### src/rtl/alu_cmd_queue_if.sv
// Command/result handshake bundle between the source/consumer and the ALU command queue.
interface alu_cmd_queue_if #(
  parameter int unsigned WIDTH = 16,
  parameter int unsigned OPW   = 5
);
  logic             in_valid;
  logic             in_ready;
  logic [OPW-1:0]   in_opcode;
  logic [WIDTH-1:0] in_a;
  logic [WIDTH-1:0] in_b;

  logic             out_valid;
  logic             out_ready;
  logic [WIDTH-1:0] out_result;
  logic             out_zero;
  logic             out_carry;
  logic             out_overflow;
  logic             out_illegal;

  // Source/consumer side: issues commands, accepts results.
  modport master (
    output in_valid, in_opcode, in_a, in_b, out_ready,
    input  in_ready, out_valid, out_result, out_zero, out_carry, out_overflow, out_illegal
  );

  // Queue side: accepts commands, presents results.
  modport slave (
    input  in_valid, in_opcode, in_a, in_b, out_ready,
    output in_ready, out_valid, out_result, out_zero, out_carry, out_overflow, out_illegal
  );
endinterface

### src/rtl/alu_cmd_queue.sv
// Command FIFO in front of an external combinational ALU with a registered result stage.
module alu_cmd_queue #(
  parameter int unsigned WIDTH = 16,
  parameter int unsigned DEPTH = 4,
  parameter int unsigned OPW   = 5
) (
  input  logic                         clk,
  input  logic                         rst_n,
  input  logic                         flush,
  alu_cmd_queue_if.slave               bus,
  output logic [OPW-1:0]               alu_opcode,
  output logic [WIDTH-1:0]             alu_a,
  output logic [WIDTH-1:0]             alu_b,
  input  logic [WIDTH-1:0]             alu_result,
  input  logic                         alu_zero,
  input  logic                         alu_carry_out,
  input  logic                         alu_overflow,
  output logic [$clog2(DEPTH+1)-1:0]   level
);

  localparam int unsigned PTRW       = $clog2(DEPTH);
  localparam int unsigned LVLW       = $clog2(DEPTH + 1);
  localparam int unsigned ILLEGAL_OP = 24;

  typedef struct packed {
    logic [OPW-1:0]   opcode;
    logic [WIDTH-1:0] a;
    logic [WIDTH-1:0] b;
  } cmd_t;

  cmd_t             mem [DEPTH];
  logic [PTRW-1:0]  wr_ptr;
  logic [PTRW-1:0]  rd_ptr;
  logic [LVLW-1:0]  count;
  logic             rst_done;

  logic             out_valid;
  logic [WIDTH-1:0] out_result;
  logic             out_zero;
  logic             out_carry;
  logic             out_overflow;
  logic             out_illegal;

  logic             full;
  logic             empty;
  logic             in_ready;
  logic             out_free;
  logic             push;
  logic             pop;
  cmd_t             head;
  cmd_t             cmd_in;

  assign full     = (count == LVLW'(DEPTH));
  assign empty    = (count == '0);
  assign in_ready = rst_done & ~full & ~flush;
  assign out_free = ~out_valid | bus.out_ready;
  assign push     = bus.in_valid & in_ready;
  assign pop      = ~empty & out_free & ~flush;
  assign head     = mem[rd_ptr];
  assign cmd_in   = '{opcode: bus.in_opcode, a: bus.in_a, b: bus.in_b};

  // Head entry drives the ALU; gated to zero so an empty queue presents a clean operand set.
  assign alu_opcode = empty ? '0 : head.opcode;
  assign alu_a      = empty ? '0 : head.a;
  assign alu_b      = empty ? '0 : head.b;

  assign level            = count;
  assign bus.in_ready     = in_ready;
  assign bus.out_valid    = out_valid;
  assign bus.out_result   = out_result;
  assign bus.out_zero     = out_zero;
  assign bus.out_carry    = out_carry;
  assign bus.out_overflow = out_overflow;
  assign bus.out_illegal  = out_illegal;

  // Holds in_ready low until the first clock edge after reset release.
  always_ff @(posedge clk or negedge rst_n) begin
    if (!rst_n) rst_done <= 1'b0;
    else        rst_done <= 1'b1;
  end

  // Pointers and occupancy; flush wins over any push/pop in the same cycle.
  always_ff @(posedge clk or negedge rst_n) begin
    if (!rst_n) begin
      wr_ptr <= '0;
      rd_ptr <= '0;
      count  <= '0;
    end else if (flush) begin
      wr_ptr <= '0;
      rd_ptr <= '0;
      count  <= '0;
    end else begin
      if (push) wr_ptr <= wr_ptr + PTRW'(1);
      if (pop)  rd_ptr <= rd_ptr + PTRW'(1);
      case ({push, pop})
        2'b10:   count <= count + LVLW'(1);
        2'b01:   count <= count - LVLW'(1);
        default: count <= count;
      endcase
    end
  end

  // Command storage; payload only, so no reset needed (head is gated when empty).
  always_ff @(posedge clk) begin
    if (push) mem[wr_ptr] <= cmd_in;
  end

  // Result stage: capture ALU result and flags together on pop, otherwise hold until consumed.
  always_ff @(posedge clk or negedge rst_n) begin
    if (!rst_n) begin
      out_valid    <= 1'b0;
      out_result   <= '0;
      out_zero     <= 1'b0;
      out_carry    <= 1'b0;
      out_overflow <= 1'b0;
      out_illegal  <= 1'b0;
    end else if (flush) begin
      out_valid <= 1'b0;
    end else if (pop) begin
      out_valid    <= 1'b1;
      out_result   <= alu_result;
      out_zero     <= alu_zero;
      out_carry    <= alu_carry_out;
      out_overflow <= alu_overflow;
      out_illegal  <= (head.opcode >= OPW'(ILLEGAL_OP));
    end else if (out_valid && bus.out_ready) begin
      out_valid <= 1'b0;
    end
  end

endmodule
### src/flat_wrapper.sv
// flat-port wrapper written by rule: the top's interface ports become plain ports
module alu_cmd_queue_flat 
#(
  parameter int unsigned WIDTH = 16,
  parameter int unsigned DEPTH = 4,
  parameter int unsigned OPW   = 5
)
  (clk, rst_n, flush, alu_opcode, alu_a, alu_b, alu_result, alu_zero, alu_carry_out, alu_overflow, level, bus_in_valid, bus_in_opcode, bus_in_a, bus_in_b, bus_out_ready, bus_in_ready, bus_out_valid, bus_out_result, bus_out_zero, bus_out_carry, bus_out_overflow, bus_out_illegal);
  alu_cmd_queue_if #(.WIDTH(WIDTH), .OPW(OPW)) bus_i ();
  input  logic clk;
  input  logic rst_n;
  input  logic flush;
  output logic [OPW-1:0] alu_opcode;
  output logic [WIDTH-1:0] alu_a;
  output logic [WIDTH-1:0] alu_b;
  input  logic [WIDTH-1:0] alu_result;
  input  logic alu_zero;
  input  logic alu_carry_out;
  input  logic alu_overflow;
  output logic [$clog2(DEPTH+1)-1:0] level;
  input wire logic [$bits(bus_i.in_valid)-1:0] bus_in_valid;
  input wire logic [$bits(bus_i.in_opcode)-1:0] bus_in_opcode;
  input wire logic [$bits(bus_i.in_a)-1:0] bus_in_a;
  input wire logic [$bits(bus_i.in_b)-1:0] bus_in_b;
  input wire logic [$bits(bus_i.out_ready)-1:0] bus_out_ready;
  output wire logic [$bits(bus_i.in_ready)-1:0] bus_in_ready;
  output wire logic [$bits(bus_i.out_valid)-1:0] bus_out_valid;
  output wire logic [$bits(bus_i.out_result)-1:0] bus_out_result;
  output wire logic [$bits(bus_i.out_zero)-1:0] bus_out_zero;
  output wire logic [$bits(bus_i.out_carry)-1:0] bus_out_carry;
  output wire logic [$bits(bus_i.out_overflow)-1:0] bus_out_overflow;
  output wire logic [$bits(bus_i.out_illegal)-1:0] bus_out_illegal;
  assign bus_i.in_valid = bus_in_valid;
  assign bus_i.in_opcode = bus_in_opcode;
  assign bus_i.in_a = bus_in_a;
  assign bus_i.in_b = bus_in_b;
  assign bus_i.out_ready = bus_out_ready;
  assign bus_in_ready = bus_i.in_ready;
  assign bus_out_valid = bus_i.out_valid;
  assign bus_out_result = bus_i.out_result;
  assign bus_out_zero = bus_i.out_zero;
  assign bus_out_carry = bus_i.out_carry;
  assign bus_out_overflow = bus_i.out_overflow;
  assign bus_out_illegal = bus_i.out_illegal;
  alu_cmd_queue #(.WIDTH(WIDTH), .DEPTH(DEPTH), .OPW(OPW)) u_core (.clk(clk), .rst_n(rst_n), .flush(flush), .bus(bus_i), .alu_opcode(alu_opcode), .alu_a(alu_a), .alu_b(alu_b), .alu_result(alu_result), .alu_zero(alu_zero), .alu_carry_out(alu_carry_out), .alu_overflow(alu_overflow), .level(level));
endmodule
### config.mk
export PLATFORM = sky130hd
export DESIGN_NAME = alu_cmd_queue_flat
export DESIGN_NICKNAME = d
export VERILOG_FILES = /design/src/rtl/alu_cmd_queue_if.sv /design/src/rtl/alu_cmd_queue.sv /design/src/flat_wrapper.sv
export SDC_FILE = /design/constraint.sdc
export NUM_CORES = 1
export LEC_CHECK = 0
export ABC_AREA = 1
export CAP_MARGIN = 20
export CORE_MARGIN = 1.5
export CORE_UTILIZATION = 59
export CTS_BUF_LIST = sky130_fd_sc_hd__clkbuf_2 sky130_fd_sc_hd__clkbuf_4 sky130_fd_sc_hd__clkbuf_8
export CTS_CLUSTER_DIAMETER = 60
export DETAILED_ROUTE_END_ITERATION = 8
export PLACE_DENSITY = 0.88
export SETUP_SLACK_MARGIN = 0.2
export SLEW_MARGIN = 20
export SYNTH_ARGS = -nofsm -noshare
export SYNTH_HDL_FRONTEND = slang
export SYNTH_SLANG_ARGS = --single-unit
### constraint.sdc
create_clock -name clk -period 7.9 [get_ports clk]
set_input_delay 1.58 -clock clk [delete_from_list [all_inputs] [get_ports clk]]
set_output_delay 1.58 -clock clk [all_outputs]
set_load 0.005 [all_outputs]
==> flow_summary.toml <==
[floorplanning]
coreArea_um2 = 11500
dieArea_um2 = 12500
io-pin-count = 123
die_x_um = 112
rows = 39
die_y_um = 112
start_util = 0.609

[sta]
hold_viol = 0
max_freq_mhz = 212
rsz0062_at_grt = "no"
fin_crit_ns = 4.71
tightestPinTransition_ns = 1.07
finalCritPeriodShare = 0.596
setup-violations-final = 0
fin_skew_ns = 0.0114
drv_slew = 0
relSlewSlack = 0.286
layout_setup_ws_ns = 3.19
tns_ns = 0

[clock_tree]
clk_path_buf_depth = 2
cts-htree-levels = 4
post_cts_resized = 0
cts_buffers = 17
cts_num_sinks = 177
postCtsSetupBuffers = 0
cts_tree = "built"
ctsHoldBuffers = 0
cts_root_buf = "clkbuf_8"
clock_latency_ns = 0.46
clkTransAtPathRegs_ns = 0.09

[routing]
via_per_inst = 5.62
wl_met2_um = 7730
ant_nets = 0
wl_met3_um = 1040
topRoutingLayerUsed = "met4"
totalWireLength_um = 14800
drcViolationCount = 0
vias = 4858
met1_length_um = 5590
first_iter_violations = 325
dr.pass1.iters = 5
wl_per_cell_um = 17.1

[global_routing]
grt-ovfl-total = 0
grt_use_total = 0.243
antenna_found_initial = 0
grt_pass1_vias = 4830
grt_pass1_wl_um = 23100
grt_max_degree = 76

[power_and_ir_drop]
seq_power_share = 0.415
p_sw_mw = 0.935
power_frac_comb = 0.383
swShare = 0.334
finalPower_mw = 2.80
powerDensity_nw_per_um2 = 322
p_leak_nw = 3.17
intPower_mw = 1.86
pwr-share-clk = 0.202
ir_drop_mv = 0.239

[finish]
nNetsFinal = 774
drive_gt1_frac = 0.0721
diodes = 0
syn_to_final_growth_pct = 24.6
stdcell_area_um2 = 8700
final_common_cell = "nor2_1"
mostFrequentLayoutCells = "149 x nor2_1, 148 x edfxtp_1, 122 x clkdlybuf4s50_1, 76 x o21ai_0, 76 x nand2_1"

[logic_synthesis]
syn_avg_cell_area_um2 = 11.8
synth_cell_types = 26
synth_seq_cells = 177
mappedNetlistArea_um2 = 6990
yosysWarnings = 0
yosys.area.top_type = "edfxtp_1"
synth_cells = 590
synth.top_cell.area_share = 0.636
syn_nets = 656
netlist_top_cells_area = "edfxtp_1 64%, dfrtp_1 10%, nor2_1 8.2%, o21ai_0 5.4%, nand2_1 4.1%"
ys_seq_area_frac = 0.740

[hold_path]
min_from = "u_core.bus.out_result[0]$_DFFE_PN0P_"
hp-class = "register to register"

[run_status]
outcome = "finished clean"

[placement]
dp_hpwl_um = 8780
place_area_um2 = 8340
pre_cts_ws_ns = 3.52
portBuffers = 122
gp_congestion = 0.874

[critical_path]
r2r_start = "u_core.level[0]$_DFFE_PN0P_"
required_ns = 6.32
startpoint = "u_core.rd_ptr[1]$_DFFE_PN0P_"
crit_type = "register to output pin"
critPathLaunchType = "register"
crit_arrival_ns = 3.13
critPathMaxFanout = 40
cp-end-kind = "output pin"

[job]
drv_cap = 0
[critical path, cell delays in order, from the launching register on]
cell and delay (ns):
dfrtp_2 0.96, inv_2 0.57, nor2_1 0.26, o21ai_0 0.13, a21oi_1 0.21, clkdlybuf4s50_1 0.52
[registers in the layout, indices dropped and copies added (netlist names)]
| signal | flops |
|---|---|
| u_core.bus.out_result | 16 |
| u_core.bus.out_zero | 1 |
| u_core.bus.out_valid | 1 |
| u_core.level | 3 |
| u_core.bus.out_illegal | 1 |
| u_core.rst_done | 1 |
| u_core.bus.out_carry | 1 |
| u_core.rd_ptr | 2 |
| u_core.mem | 148 |
| u_core.bus.out_overflow | 1 |
| u_core.wr_ptr | 2 |
[layout make-up]
| cell class | instances | area (µm²) |
|---|---|---|
| sequential | 177 | 5170 |
| fill | 688 | 2770 |
| multi-input combinational | 366 | 1650 |
| timing repair buffer | 129 | 1270 |
| clock buffer | 19 | 249 |
| tap | 143 | 179 |
| clock inverter | 13 | 115 |
| inverter | 17 | 63.8 |
[per-layer routing]
metal	track usage	up-vias
li1	-	2259
met4	0.130	0
met3	0.0610	32
met5	0	-
met1	0.286	2334
met2	0.412	233
[power by group through the flow]
stage / registers (mW) / clock network, mW / logic (mW)
after floorplan: 1.16 / 0 / 0.523
after global placement: 1.17 / 0 / 1.03
after detailed placement: 1.18 / 0 / 1.07
after CTS: 1.16 / 0.572 / 1.08
after global routing: 1.17 / 0.611 / 1.17
final: 1.16 / 0.565 / 1.07
[cells by family after synthesis]
group / synth area share
other cells: 0.000537
xor+xnor: 0.00125
compound gates: 0.0836
fa+ha+maj: 0.0100
flops: 0.740
simple gates: 0.136
buf+inv: 0.0283
[final timing paths]
check                                                       end  slack (ns)  cells after the start
min in group asynchronous           u_core.level[2]$_DFFE_PN0P_        1.50                      2
max reg2reg                         u_core.level[2]$_DFFE_PN0P_        5.33                     12
min reg2reg                u_core.bus.out_result[0]$_DFFE_PN0P_        0.48                      2
max in group asynchronous          u_core.rd_ptr[0]$_DFFE_PN0P_        6.11                      2
min                        u_core.bus.out_result[0]$_DFFE_PN0P_        0.48                      2
max                                                    alu_b[3]        3.19                      5
[Yosys cell counts]
library cell	count
nor2_1	153
a21oi_1	36
inv_1	13
buf_4	1
inv_2	3
nand2_1	76
dfrtp_1	29
fa_1	1
ha_1	4
o22ai_1	2
buf_1	2
conb_1	1
xnor2_1	1
nand3b_4	1
clkbuf_1	13
buf_2	14
o21ai_1	1
nor3_1	1
clkinv_1	1
nand2_2	3
a31oi_1	1
nor2_2	1
and2_1	2
o21ai_0	76
nand3_1	6
edfxtp_1	148
[metrics by stage]
step	hold WS, ns	util	instances
4_1_cts	0.485	0.759	864
6_report	0.480	0.759	864
3_3_place_gp	0.454	0.727	832
5_1_grt	0.496	0.759	864
3_5_place_dp	0.463	0.727	832
2_1_floorplan	0.465	-	590
(Power assumes the default switching activity.)
